===== config.mk =====
export PLATFORM = sky130hd
export DESIGN_NAME = link_gbt_tx_framer
export DESIGN_NICKNAME = d
export VERILOG_FILES = /design/src/rtl/gbt_link_pkg.sv /design/src/rtl/link_gbt_tx_fifo.sv /design/src/rtl/link_gbt_tx_framer.sv
export SDC_FILE = /design/constraint.sdc
export NUM_CORES = 1
export LEC_CHECK = 0
export BUFFER_PORTS_ARGS = -buffer_cell sky130_fd_sc_hd__buf_2
export CORE_UTILIZATION = 35
export DETAILED_ROUTE_END_ITERATION = 10
export PLACE_DENSITY_LB_ADDON = 0.1
export REMOVE_ABC_BUFFERS = 1
export SLEW_MARGIN = 20
export SYNTH_ARGS = -nofsm -noshare
export SYNTH_HDL_FRONTEND = slang
export SYNTH_HIERARCHICAL = 1
export SYNTH_SLANG_ARGS = --single-unit

===== constraint.sdc =====
create_clock -name ttc_clk_40_i -period 13.3 [get_ports ttc_clk_40_i]
set_clock_uncertainty 0.15 [all_clocks]
set_input_delay 1.33 -clock ttc_clk_40_i [delete_from_list [all_inputs] [get_ports ttc_clk_40_i]]
set_output_delay 1.33 -clock ttc_clk_40_i [all_outputs]
set_load 0.05 [all_outputs]

===== src/rtl/gbt_link_pkg.sv =====
// Framing constants and types shared by the GBT e-link transmit framer and receiver.
// Keeping them here gives both ends a single definition of the frame layout.
package gbt_link_pkg;

    typedef enum logic [2:0] {
        ST_IDLE = 3'd0,
        ST_HDR  = 3'd1,
        ST_A1   = 3'd2,
        ST_A2   = 3'd3,
        ST_D0   = 3'd4,
        ST_D1   = 3'd5,
        ST_D2   = 3'd6,
        ST_END  = 3'd7
    } gbt_state_e;

    typedef struct packed {
        logic        we;
        logic [31:0] addr;
        logic [31:0] data;
    } gbt_req_t;

    localparam int          FRAME_LEN         = 7;
    localparam logic [11:0] FRAME_END_DEFAULT = 12'hABC;
    localparam logic [11:0] IDLE_PAYLOAD      = 12'h000;
    localparam int          HDR_VALID_BIT     = 11;
    localparam int          HDR_WE_BIT        = 10;

    // 12-bit payload carried by the word that belongs to frame position st.
    function automatic logic [11:0] frame_payload(input gbt_state_e st,
                                                  input gbt_req_t r,
                                                  input logic [11:0] frame_end);
        logic [11:0] p;
        p = IDLE_PAYLOAD;
        case (st)
            ST_HDR: begin
                p = {4'h0, r.addr[31:24]};
                p[HDR_VALID_BIT] = 1'b1;
                p[HDR_WE_BIT]    = r.we;
            end
            ST_A1:   p = r.addr[23:12];
            ST_A2:   p = r.addr[11:0];
            ST_D0:   p = {4'h0, r.data[31:24]};
            ST_D1:   p = r.data[23:12];
            ST_D2:   p = r.data[11:0];
            ST_END:  p = frame_end;
            default: p = IDLE_PAYLOAD;
        endcase
        return p;
    endfunction

endpackage


===== src/rtl/link_gbt_tx_fifo.sv =====
// Request FIFO for the GBT transmit framer; pointers carry one extra wrap bit
// so that full and empty are distinguishable without a separate counter.
module link_gbt_tx_fifo #(
    parameter int DEPTH = 4,
    parameter int WIDTH = 65
) (
    input  logic             clk,
    input  logic             reset,
    input  logic             push,
    input  logic [WIDTH-1:0] wr_data,
    input  logic             pop,
    output logic [WIDTH-1:0] rd_data,
    output logic             empty,
    output logic             full
);
    localparam int AW = $clog2(DEPTH);

    logic [WIDTH-1:0] mem [DEPTH];
    logic [AW:0]      wr_ptr_r;
    logic [AW:0]      rd_ptr_r;
    logic             do_push_s;
    logic             do_pop_s;

    assign empty     = (wr_ptr_r == rd_ptr_r);
    assign full      = (wr_ptr_r[AW] != rd_ptr_r[AW]) &&
                       (wr_ptr_r[AW-1:0] == rd_ptr_r[AW-1:0]);
    assign do_push_s = push && !full;
    assign do_pop_s  = pop && !empty;
    assign rd_data   = mem[rd_ptr_r[AW-1:0]];

    // Storage array; contents need no reset because the pointers gate visibility.
    always_ff @(posedge clk) begin
        if (do_push_s) begin
            mem[wr_ptr_r[AW-1:0]] <= wr_data;
        end
    end

    // Read/write pointer update.
    always_ff @(posedge clk) begin
        if (reset) begin
            wr_ptr_r <= '0;
            rd_ptr_r <= '0;
        end else begin
            if (do_push_s) begin
                wr_ptr_r <= wr_ptr_r + (AW+1)'(1);
            end
            if (do_pop_s) begin
                rd_ptr_r <= rd_ptr_r + (AW+1)'(1);
            end
        end
    end

endmodule


===== src/rtl/link_gbt_tx_framer.sv =====
// Frames 32-bit register-access requests into 7-word GBT e-link frames,
// with the registered TTC nibble carried in the top bits of every word.
module link_gbt_tx_framer
    import gbt_link_pkg::*;
#(
    parameter int          FIFO_DEPTH = 4,
    parameter logic [11:0] FRAME_END  = FRAME_END_DEFAULT
) (
    input  logic        ttc_clk_40_i,
    input  logic        reset_i,
    input  logic [3:0]  ttc_i,
    input  logic        req_valid_i,
    output logic        req_ready_o,
    input  logic        req_we_i,
    input  logic [31:0] req_addr_i,
    input  logic [31:0] req_data_i,
    output logic [15:0] gbt_tx_data_o,
    output logic        busy_o,
    output logic [15:0] frames_sent_o
);
    gbt_state_e state_r;
    gbt_req_t   hold_r;
    gbt_req_t   fifo_wr_s;
    gbt_req_t   fifo_rd_s;
    logic [3:0] ttc_r;
    logic       fifo_empty_s;
    logic       fifo_full_s;
    logic       fifo_pop_s;

    assign fifo_wr_s   = '{we: req_we_i, addr: req_addr_i, data: req_data_i};
    assign fifo_pop_s  = ((state_r == ST_IDLE) || (state_r == ST_END)) && !fifo_empty_s;
    assign req_ready_o = !fifo_full_s;
    assign busy_o      = (state_r != ST_IDLE) || !fifo_empty_s;

    link_gbt_tx_fifo #(
        .DEPTH (FIFO_DEPTH),
        .WIDTH ($bits(gbt_req_t))
    ) u_fifo (
        .clk     (ttc_clk_40_i),
        .reset   (reset_i),
        .push    (req_valid_i),
        .wr_data (fifo_wr_s),
        .pop     (fifo_pop_s),
        .rd_data (fifo_rd_s),
        .empty   (fifo_empty_s),
        .full    (fifo_full_s)
    );

    // Frame FSM with registered word output; the word reflects the state held
    // during the previous cycle, which keeps TTC and payload on the same pipeline depth.
    always_ff @(posedge ttc_clk_40_i) begin
        if (reset_i) begin
            state_r       <= ST_IDLE;
            hold_r        <= '0;
            ttc_r         <= 4'h0;
            gbt_tx_data_o <= 16'h0000;
            frames_sent_o <= 16'h0000;
        end else begin
            ttc_r         <= ttc_i;
            gbt_tx_data_o <= {ttc_r, frame_payload(state_r, hold_r, FRAME_END)};
            case (state_r)
                ST_IDLE: begin
                    if (!fifo_empty_s) begin
                        hold_r  <= fifo_rd_s;
                        state_r <= ST_HDR;
                    end else begin
                        state_r <= ST_IDLE;
                    end
                end
                ST_HDR: state_r <= ST_A1;
                ST_A1:  state_r <= ST_A2;
                ST_A2:  state_r <= ST_D0;
                ST_D0:  state_r <= ST_D1;
                ST_D1:  state_r <= ST_D2;
                ST_D2:  state_r <= ST_END;
                ST_END: begin
                    frames_sent_o <= frames_sent_o + 16'd1;
                    if (!fifo_empty_s) begin
                        hold_r  <= fifo_rd_s;
                        state_r <= ST_HDR;
                    end else begin
                        state_r <= ST_IDLE;
                    end
                end
                default: state_r <= ST_IDLE;
            endcase
        end
    end

endmodule

==> results.yml <==
placed_design:
  port_buffers: 105
  place_hpwl_um: 17600
  place_congestion: 0.746
  dp.cells: 1507
global_routing:
  grt_pass1_wl_um: 47500
  grt_pass1_vias: 8063
  grt.total_usage_pct: 15.2
  grt_start_max_net_pins: 73
  antenna_found_initial: 1
  overflow: 0
drt:
  first_pass_iters: 5
  m1WireLength_um: 14300
  wl_met2_um: 14200
  wire_per_inst_um: 19.1
  wl_um: 30200
  avgViaCountPerCell: 4.91
  drtIter0Drc: 486
  ant_nets: 0
  wl_met3_um: 1090
  top_layer: "met4"
  drcViolationCount: 0
  routed-via-count: 7772
worst_setup_path:
  crit_path_end_kind: "output port"
  cp_max_fo: 8
  cp_slowest_cell: "xnor2_1"
  reg2reg_to: "u_fifo/rd_ptr_r[0]"
  path_cells: "xnor2_1 -> nand2_1 -> nor2_1 -> nand3b_1 -> buf_2"
  max_stage_delay_ns: 0.65
  worstSetupEndpoint: "busy_o"
  crit_arrival_ns: 2.63
  crit_start: "u_fifo/wr_ptr_r[0]"
  critPathLaunchType: "register"
  r2r.worst_path.cells: 10
  r2r-start: "u_fifo/wr_ptr_r[0]"
  ff2ff_setup_slack_ns: 9.61
  path_buf_inv: 1
  critical_path_class: "reg2out"
  crit_cells: 5
  critPathRequiredTime_ns: 11.82
  crit_family: "simple AND/OR/NAND/NOR gates"
yosys:
  syn_avg_cell_area_um2: 15.4
  synth_top_area_share_pct: 55.1
  yosys.cell_types.count: 50
  ys_seq_area_share_pct: 71.0
  synth_most_common_cell: "edfxtp_1"
  synth_top_area_cell: "edfxtp_1"
  async_flop_share_pct: 0
  ys_top_cells_by_area: "edfxtp_1 55%, dfxtp_1 16%, mux4_2 10%, nand2_1 3.9%, a21oi_1 3.0%"
  ys_ff_latch: 372
  synth_flop_cell: "edfxtp_1"
  synthTopCellsByCount: "260 x edfxtp_1, 148 x nand2_1, 112 x dfxtp_1, 84 x a21oi_1, 65 x mux4_2"
  syn-cell-area_um2: 14200
  syn_inst: 920
  yosysWarnings: 6
  synth_edf_count: 260
sta:
  setup_tns_ns: 0
  finalCriticalPeriod_ns: 4.11
  drv_slew: 0
  hold_violations: 0
  grt_setup_unrepaired: "false"
  fmax_mhz: 243
  setup_viol_count_final: 0
  timing.max_slew.rel_slack_pct: 28.9
  period_share_pct: 30.9
  worst_pin_slew_ns: 1.07
clock_network:
  cts_root_buffer: "clkbuf_16"
  cts_hold_buffers: 0
  cts_sinks: 372
  clk_pin_slew_ns: 0.06
  cts_buffer_depth: 3
  cts_buffers: 42
  h-tree-depth: 2
  clk_latency_ns: 0.57
  cts_tree: "done"
  cts_setup_buffers: 0
  cts_resized: 0
die:
  die_x_um: 203
  die_y_um: 203
  rows: 73
  core_um2: 39800
  dieArea_um2: 41300
  ios: 106
  start_util_pct: 35.6
run_status:
  status: "finished, final reports clean"
finish:
  areaGrowthSynthToFinish_pct: 17.5
  drive_above_1_share_pct: 25.8
  regArea_um2: 10100
  fin_cells: 1584
  multi_input_area_um2: 3780
  fillers: 3722
  layout.nets: 1104
  diodes: 0
power_and_ir_drop:
  p_leak_nw: 5.61
  ir_drop_v: 0.0000982
  p_per_area_nw_per_um2: 208
run:
  maxCapViolCount: 0
worst_hold_path:
  hp-class: "reg2reg"
==> area by class of cell <==
cell class | instances | area share [%]
clock inverter | 9 | 0.978
tap | 525 | 3.95
multi-input combinational | 483 | 22.7
clock buffer | 68 | 7.93
sequential | 372 | 60.4
inverter | 10 | 0.226
timing repair buffer | 117 | 3.74
==> stage by stage <==
step / worst slack (ns) / cell area, um^2 / total power (W) / hold slack, ns / utilization, %
after global placement: 9.65 / 15100 / 0.00232 / 0.269 / 38.0
after CTS: 9.14 / 16600 / 0.00354 / 0.290 / 41.8
after floorplan: 7.92 / 13800 / 0.00205 / 0.264 / -
after global routing: 8.96 / 16600 / 0.00366 / 0.311 / 41.8
after detailed placement: 9.59 / 15100 / 0.00232 / 0.277 / 38.0
final: 9.19 / 16600 / 0.00347 / 0.283 / 41.8
==> power by group <==
| group | switching [W] | internal, W | leakage (nW) |
|---|---|---|---|
| registers | 0.0000977 | 0.00146 | 3.30 |
| logic | 0.000450 | 0.000258 | 1.59 |
| clock network | 0.000462 | 0.000744 | 0.725 |
==> worst reg2reg max path, delay by kind of cell, from the launching register on <==
| family | cells | cell delay [ns] |
|---|---|---|
| buffers and inverters | 3 | 0.99 |
| and+or+nand+nor | 3 | 0.93 |
| xor gates and xnor gates | 1 | 0.65 |
| AOI/OAI and AO/OA | 3 | 0.47 |
| DFF | 1 | 0.38 |
==> worst min-delay path by stage <==
stage	start	to	cells past startpoint
detailed placement	ttc_r[3]	gbt_tx_data_o[15]	1
CTS	ttc_r[3]	gbt_tx_data_o[15]	1
global placement	ttc_r[2]	gbt_tx_data_o[14]	1
global route	ttc_r[2]	gbt_tx_data_o[14]	1
floorplan	ttc_r[0]	gbt_tx_data_o[12]	1
finish	ttc_r[0]	gbt_tx_data_o[12]	1
==> cell usage in the layout, fill, tap and decap left out, types with 4 or more instances in the layout <==
cell type and n:
buf_2 104, clkbuf_4 4, nand4_1 4, inv_1 9, o21ai_0 11, buf_4 12, xor2_1 8, a21oi_1 84
a31oi_1 6, mux2_2 12, o211ai_1 6, nor3b_1 7, a221oi_1 4, clkbuf_16 46, xnor2_1 9, clkbuf_8 7
clkbuf_1 11, nor2b_1 16, mux4_2 65, ha_1 6, nand2_1 148, a22o_1 4, or3_1 4, nor2_1 32
nand2b_1 4, dfxtp_1 110, a22oi_1 5, nand3_1 9, mux2i_1 5, edfxtp_1 260
==> kinds of logic (layout without fill, tap and decap cells) <==
logic type / after synthesis / count (layout) / synth area share, %
DFF: 372 / 372 / 71.0
and+or+nand+nor: 243 / 243 / 7.75
muxes: 82 / 82 / 11.6
xor gates and xnor gates: 17 / 17 / 1.05
adders and majority gates: 6 / 6 / 0.530
buffers and inverters: 65 / 204 / 2.47
AOI/OAI and AO/OA: 135 / 135 / 5.59
==> state kept, by name (all words and copies together) (netlist names), named ones only <==
| name | cells |
|---|---|
| u_fifo/wr_ptr_r | 3 |
| ttc_r | 4 |
| frames_sent_o | 16 |
| u_fifo/mem | 260 |
| hold_r | 65 |
| u_fifo/rd_ptr_r | 3 |
| gbt_tx_data_o | 16 |
| state_r | 3 |
==> metal layers <==
layer	global-route usage (%)	vias up
met4	5.37	0
met2	24.1	131
met5	0	-
met3	2.57	45
li1	-	3675
met1	21.1	3921
Note: power is estimated with default switching activity, not from simulation.
